--- src/rtl/hazard_fwd_unit.sv ---
// Forwarding-select and front-end stall generation for the 5-stage pipeline.
// Tracks the EX/MEM destinations and owns the forwarding bits of the ID/EX register.
module hazard_fwd_unit #(
    parameter int CNT_W = 16
) (
    input  logic             clk,
    input  logic             rst,
    input  logic             ID_vld,
    input  logic [4:0]       ID_rs1_addr,
    input  logic [4:0]       ID_rs2_addr,
    input  logic             ID_rs1_used,
    input  logic             ID_rs2_used,
    input  logic [4:0]       ID_rd_addr,
    input  logic             ID_rd_wr,
    input  logic             ID_is_load,
    input  logic             EX_alu_busy,
    input  logic             EX_take_br,
    output logic [5:0]       HZ_fwd_sel,
    output logic             HZ_stall,
    output logic [CNT_W-1:0] HZ_ldu_cnt
);

    localparam logic [2:0] F0 = 3'd0;  // register file
    localparam logic [2:0] F1 = 3'd1;  // MEM_data
    localparam logic [2:0] F2 = 3'd2;  // WB_data

    logic             r_ex_v;
    logic             r_ex_ld;
    logic [4:0]       r_ex_rd;
    logic             r_mem_v;
    logic [4:0]       r_mem_rd;
    logic [5:0]       r_fwd_sel;
    logic [CNT_W-1:0] r_ldu_cnt;

    logic       w_ex_m1, w_ex_m2, w_mem_m1, w_mem_m2;
    logic [2:0] w_sel_rs1, w_sel_rs2;
    logic       w_ldu;
    logic       w_id_wr;

    // A frozen EX stage still sees its producers move one stage further each edge.
    function automatic logic [2:0] age_sel(input logic [2:0] s);
        return (s == F1) ? F2 : F0;
    endfunction

    function automatic logic [CNT_W-1:0] sat_inc(input logic [CNT_W-1:0] c);
        return (&c) ? c : c + CNT_W'(1);
    endfunction

    assign w_ex_m1  = r_ex_v  & (r_ex_rd  == ID_rs1_addr) & ID_rs1_used;
    assign w_ex_m2  = r_ex_v  & (r_ex_rd  == ID_rs2_addr) & ID_rs2_used;
    assign w_mem_m1 = r_mem_v & (r_mem_rd == ID_rs1_addr) & ID_rs1_used;
    assign w_mem_m2 = r_mem_v & (r_mem_rd == ID_rs2_addr) & ID_rs2_used;

    assign w_sel_rs1 = w_ex_m1 ? F1 : (w_mem_m1 ? F2 : F0);
    assign w_sel_rs2 = w_ex_m2 ? F1 : (w_mem_m2 ? F2 : F0);

    assign w_ldu   = ID_vld & r_ex_v & r_ex_ld & (w_ex_m1 | w_ex_m2);
    assign w_id_wr = ID_vld & ID_rd_wr & (ID_rd_addr != 5'd0);

    assign HZ_stall   = EX_alu_busy | (w_ldu & ~EX_take_br);
    assign HZ_fwd_sel = r_fwd_sel;
    assign HZ_ldu_cnt = r_ldu_cnt;

    // Control state: valids, selects and the stall counter.
    always_ff @(posedge clk or posedge rst) begin
        if (rst) begin
            r_ex_v    <= 1'b0;
            r_mem_v   <= 1'b0;
            r_fwd_sel <= 6'd0;
            r_ldu_cnt <= '0;
        end else if (EX_alu_busy) begin
            r_mem_v   <= 1'b0;
            r_fwd_sel <= {age_sel(r_fwd_sel[5:3]), age_sel(r_fwd_sel[2:0])};
        end else if (EX_take_br || w_ldu) begin
            r_mem_v   <= r_ex_v;
            r_ex_v    <= 1'b0;
            r_fwd_sel <= 6'd0;
            if (!EX_take_br)
                r_ldu_cnt <= sat_inc(r_ldu_cnt);
        end else begin
            r_mem_v   <= r_ex_v;
            r_ex_v    <= w_id_wr;
            r_fwd_sel <= {w_sel_rs1, w_sel_rs2};
        end
    end

    // Destination fields are qualified by the valids, so they need no reset.
    always_ff @(posedge clk) begin
        if (!EX_alu_busy) begin
            r_mem_rd <= r_ex_rd;
            if (!(EX_take_br || w_ldu)) begin
                r_ex_rd <= ID_rd_addr;
                r_ex_ld <= ID_is_load;
            end
        end
    end

endmodule

--- config.mk ---
export PLATFORM = sky130hd
export DESIGN_NAME = hazard_fwd_unit
export DESIGN_NICKNAME = d
export VERILOG_FILES = /design/src/rtl/hazard_fwd_unit.sv
export SDC_FILE = /design/constraint.sdc
export NUM_CORES = 1
export LEC_CHECK = 0
export ABC_AREA = 1
export ABC_CLOCK_PERIOD_IN_PS = 1400
export CORE_MARGIN = 2
export CORE_UTILIZATION = 44
export CTS_CLUSTER_SIZE = 20
export DETAILED_ROUTE_END_ITERATION = 16
export PLACE_DENSITY = 0.78
export SETUP_SLACK_MARGIN = 0.5
export SLEW_MARGIN = 20
export SYNTH_ARGS = -nofsm -noshare
export SYNTH_HDL_FRONTEND = slang
export SYNTH_SLANG_ARGS = --single-unit
export TNS_END_PERCENT = 20
--- constraint.sdc ---
create_clock -name clk -period 1.4 [get_ports clk]
set_input_delay 0.35 -clock clk [delete_from_list [all_inputs] [get_ports clk]]
set_output_delay 0.35 -clock clk [all_outputs]
set_load 0.05 [all_outputs]
# Word level (Yosys, flattened, before mapping)
# Cells that the tools add are included.
dict set report op_classes {
  add_sub_neg 1
  n_eq_ne 6
  muxes 10
  n_bitwise 20
  reduce_logical 5
}
# cell count
set op_table {}
lappend op_table {{$eq 5x5->1} 4}
lappend op_table {{$add 16x1->16 const B} 1}
lappend op_table {{$reduce_and 16->1} 1}
lappend op_table {{$and 1x1->1} 14}
lappend op_table {{$mux 2} 6}
lappend op_table {{$mux 5} 2}
lappend op_table {{$eq 3x1->1 const B} 2}
lappend op_table {{$reduce_bool 5->1} 1}
lappend op_table {{$not 1->1} 4}
lappend op_table {{$reduce_and 4->1} 1}
lappend op_table {{$mux 1} 2}
lappend op_table {{$or 1x1->1} 2}
lappend op_table {{$reduce_and 2->1} 1}
lappend op_table {{$logic_or 1x1->1} 1}
dict set report word_totals {
  regBits 35
  out_inout_bits 23
  elab_cells 49
}

# Depth between registers and ports, before layout
dict set report depth {
  word_depth 8
  ltp_mapped 11
  ltp_nobuf 10
}

# Worst setup path after synthesis
# No wires, ideal clock.
dict set report synth_timing {
  kind {register -> register}
  startpoint {reg r_ldu_cnt[0], in the netlist HZ_ldu_cnt[0]}
  endpoint {reg r_ldu_cnt[8], in the netlist HZ_ldu_cnt[8]}
  setup_ns 0.066
  t_arrival_ns 1.827
  slack_ns -0.494
  stages_incl_launch_ff 11
  synth_period_minus_slack_ns 1.894
  cell_sequence {dfrtp_1 ha_1 inv_1 nor2_2 nand2_2 o21ai_2 inv_2 nand4_4 buf_8 nand2_1 nand2_1}
}
dict set report synth_via {
  elab_chain_len 3
  elab_cells_between_ends 4
}
# item line_no
set synth_lines {}
lappend synth_lines {{start, declared} 33} ;# logic [CNT_W-1:0] r_ldu_cnt;
lappend synth_lines {{start signal, assigned} 79} ;# r_ldu_cnt <= sat_inc(r_ldu_cnt);
lappend synth_lines {{branches (longest 3 deep; another with $add 16x1->16)} n/a}
# Several ways; the timed one is not identified.
# A chain may end at the register's enable or synchronous reset.

# Worst setup path in the final report
dict set report layout_timing {
  startpoint {reg r_ex_rd[1]}
  endpoint {reg r_ldu_cnt[8], in the netlist HZ_ldu_cnt[8]}
}
dict set report layout_via {
  elab_chain_len 7
  elab_cells_between_ends 10
}
# item line_no
set layout_lines {}
lappend layout_lines {{start, declared} 29} ;# logic [4:0] r_ex_rd;
lappend layout_lines {{start signal, assigned} 92} ;# r_ex_rd <= ID_rd_addr;
lappend layout_lines {{$eq 5x5->1 (on tied branches)} {49, 50}}
lappend layout_lines {{$and 1x1->1 (on tied branches) (2 in a row)} {49, 50}}
lappend layout_lines {{$or 1x1->1 (*)} 57} ;# assign w_ldu = ID_vld & r_ex_v & r_ex_ld & (w_ex_m1 | w_ex_m2);
lappend layout_lines {{$and 1x1->1 (*)} 57}
lappend layout_lines {{$logic_or 1x1->1 (*)} 74} ;# end else if (EX_take_br || w_ldu) begin
lappend layout_lines {{$reduce_and 4->1 (no line) (*)} n/a}
# Every way passes the cells marked *; elsewhere a longest branch is shown, timed or not.

==> out/results.md <==
- **category of the worst setup path capture point** flop
- **Core Util, Final** 78.6%
- **cell area after technology mapping** 1920 µm²
- **dominant cells by area after synthesis** sky130_fd_sc_hd__dfrtp_1 (29%), sky130_fd_sc_hd__nand2_1 (21%), sky130_fd_sc_hd__edfxtp_1 (17%)
- **leak pwr** 1.58 nW
- **Std-Cell Rows** 24
- **synthesized area divided by synthesized cell count** 7.64 µm²
- **area of the die** 4900 µm²
- **Top Ports** 47
- **number of port buffers** 44
- **first-pass GRT wire length** 9980 µm
- **total CTS buffers** 5
- **wire length per cell after detailed routing** 17.9 µm
- **GR Layer Usage met2** 44.8%
- **CP cell instances** nand2_1, nand2_2, nor2_4, nand3_4, nand2_4, nand3_4, buf_4, buf_4, nor2_4, buf_4, buf_12, nand2_1, nand2_1
- **number of antenna violations at the first check in global routing** 0
- **DIE WIDTH** 70.0 µm
- **Switching Share** 26.9%
- **FMAX** 502 MHz
- **status** finished, violations left
- **standard cell with the maximum stage delay on the critical path** sky130_fd_sc_hd__edfxtp_1
- **total power** 2.11 mW
- **smallest hold slack** 0.388 ns
- **number of warnings printed during yosys synthesis** 0
- **commonest non-fill, non-tap cell in the layout** sky130_fd_sc_hd__nand2_1
- **Pint** 1.54 mW
- **Setup violations, final** 28
- **max capacitance violation total** 0
- **critical path startpoint category** flop
- **global-route track usage on met3** 5.48%
- **post-route non-filler standard cell count** 403
- **clock slew at the register clock pins of the worst setup and hold paths** 0.08 ns
- **WP buf/inv** 4
- **commonest cells after routing, fill and taps aside** sky130_fd_sc_hd__nand2_1 (96), sky130_fd_sc_hd__buf_4 (29), sky130_fd_sc_hd__buf_12 (22), sky130_fd_sc_hd__nor2_1 (20)
- **kind of critical path** flop to flop
- **family of cells with the greatest summed delay on the critical path** simple AND/OR/NAND/NOR gates
- **FF/Latch Area** 901 µm²
- **number of flip-flops and latches in the synthesized netlist** 33
- **number of instances in the synthesized netlist** 251
- **area occupied by multi-input gates** 1070 µm²
- **count of nets left with antenna violations after detail routing** 0
- **largest vdd supply drop** 0.642 mV
- **share of synthesized area occupied by flip-flops and latches** 45.9%
- **Critical Path RT** 1.62 ns
- **Total Nets Final** 375
- **H-tree levels** 2
- **area of all placed cells without fillers** 3350 µm²
- **internal reg-to-reg setup slack** -0.59 ns
- **busiest grt layer** met2
- **number of sinks driven by the clock tree** 33
- **count of vias placed by the detailed router** 2205
- **placer congestion estimate** 0.905
- **period utilisation layout** 142%
- **clock network power share** 37.0%
- **Synth-to-Final Area Change** 74.8%
- **starting utilization of the core area** 45.0%
- **hold crit path type** primary input to asynchronous set/reset pin
- **clock tree from TritonCTS** yes
- **fraction of synthesized cell area taken by the top area cell type** 28.7%
- **largest net degree at the start of global routing** 23
- **number of distinct library cell variants in the gate-level netlist after synthesis** 26
- **failing checks** setup timing
- **setup skew after layout** 0.0104 ns
- **placed cell areas** 2960 µm²
- **met1 Usage GRT** 32.4%
- **power spent charging and discharging nets** 569 µW
- **Vert. Die Dim** 70.0 µm
- **minimum period implied by the final worst setup slack** 1.99 ns
- **Detail Placement HPWL** 3750 µm
- **total gr overflow** 0
- **post-synth top area cell** sky130_fd_sc_hd__dfrtp_1
- **Clock Root Buffer** sky130_fd_sc_hd__clkbuf_8
- **placed cell count** 382
- **first-pass iteration count of the detailed router** 5
- **WL final** 7200 µm
- **proportion of power drawn by flip-flops and latches** 49.0%
- **number of buffers between clock root and the deepest sink** 2
- **Final Max Tran Viols** 0
- **post-route worst setup slack** -0.593 ns
- **Power Density** 631 nW/µm²
- **First DRT Iteration DRCs** 209
- **GR Util All Layers** 26.5%
- **clock network latency to the later pin of the worst-skew pair** 0.29 ns
- **combinational cell fraction of total power** 14.0%
- **number of antenna cells inserted** 0
- **average via count per standard cell** 5.47
- **DRC errors left** 0
- **data arrival at the endpoint of the critical path** 2.21 ns
- **unrepaired setup endpoints after global routing** true
- **Floorplan Core Area** 4260 µm²
- **fraction of layout instances using a drive strength above 1** 39.6%
- **largest incremental delay on the critical path** 0.48 ns
- **count of filler cells inserted in the layout** 242
- **vias in the first global route** 2096
- **final hold violation count** 0
- **critical path peak fanout** 8
[path summary, 6_finish.rpt]
kind	cells past startpoint	start	end
max	13	r_ex_rd[1]	HZ_ldu_cnt[8]
min	3	rst	HZ_ldu_cnt[8]
max reg2reg	13	r_ex_rd[1]	HZ_ldu_cnt[8]
min reg2reg	0	r_ex_rd[4]	r_mem_rd[4]
max in group asynchronous	3	rst	HZ_ldu_cnt[13]
min in group clk	0	r_ex_rd[4]	r_mem_rd[4]
[state kept, by name (all words and copies together), names as in the netlist]
register,flops
r_ex_ld,1
HZ_fwd_sel,4
r_ex_rd,5
r_ex_v,1
r_mem_v,1
r_mem_rd,5
HZ_ldu_cnt,16
[final cells by class]
cell class,count,area share (%)
Clock buffer,8,2.69
Inverter,29,3.40
Sequential cell,33,26.9
Timing Repair Buffer,94,33.2
Multi-Input combinational cell,187,31.9
Tap cell,52,1.94
[Yosys cell counts]
cell type and count:
sky130_fd_sc_hd__dfrtp_1 22, sky130_fd_sc_hd__nand2_4 1, sky130_fd_sc_hd__inv_1 27, sky130_fd_sc_hd__o21ai_2 1, sky130_fd_sc_hd__edfxtp_1 11, sky130_fd_sc_hd__nand2_1 108
sky130_fd_sc_hd__nand3_2 3, sky130_fd_sc_hd__a21oi_1 1, sky130_fd_sc_hd__buf_8 1, sky130_fd_sc_hd__o21ai_0 1, sky130_fd_sc_hd__ha_1 1, sky130_fd_sc_hd__inv_2 2
sky130_fd_sc_hd__nor2_1 26, sky130_fd_sc_hd__xor2_1 8, sky130_fd_sc_hd__xnor2_1 7, sky130_fd_sc_hd__buf_6 1, sky130_fd_sc_hd__buf_4 2, sky130_fd_sc_hd__nor2_4 1
sky130_fd_sc_hd__nand4_1 5, sky130_fd_sc_hd__nand2_2 1, sky130_fd_sc_hd__nor2_2 3, sky130_fd_sc_hd__conb_1 1, sky130_fd_sc_hd__nor3_1 3, sky130_fd_sc_hd__nand4_4 1
sky130_fd_sc_hd__nand3_1 7, sky130_fd_sc_hd__o22ai_1 6
[tightest hold or removal path: cells and delay by family]
family,cells,cell delay [ns]
buf+inv,3,0.73
[cell families after synthesis]
family | synth area share, %
xor gates and xnor gates | 6.85
DFF | 45.9
and+or+nand+nor | 35.6
AOI/OAI and AO/OA | 2.94
adders and majority gates | 0.652
buffers and inverters | 7.83
other | 0.196
[per-stage QoR]
step,setup WS (ns),setup TNS (ns)
after floorplan,-0.150,-2.29
after global placement,-0.659,-17.13
after detailed placement,-0.689,-18.10
after CTS,-0.477,-6.71
after global routing,-0.655,-15.63
final,-0.593,-14.17
[per-layer routing]
metal	wire length, µm	part of all wire (%)
met1	2700	38
met2	3540	49
met3	608	8.4
met4	347	4.8
met5	0	0
[what timing repair did]
item	CTS	global route
gates resized for setup	51	18
endpoints found under the setup margin	54	53
endpoints found under the hold margin	0	0
hold buffers	0	0
gates cloned	2	0
buffers inserted	7	4
pin swaps	8	15
[power groups by stage]
stage / clock network (mW) / registers (mW) / logic, mW
2_1_floorplan: 0 / 1.05 / 0.114
3_3_place_gp: 0 / 1.05 / 0.243
3_5_place_dp: 0 / 1.05 / 0.249
4_1_cts: 0.750 / 1.03 / 0.257
5_1_grt: 0.818 / 1.04 / 0.312
6_report: 0.783 / 1.04 / 0.296
No activity file was read; power rests on OpenSTA's default activity.
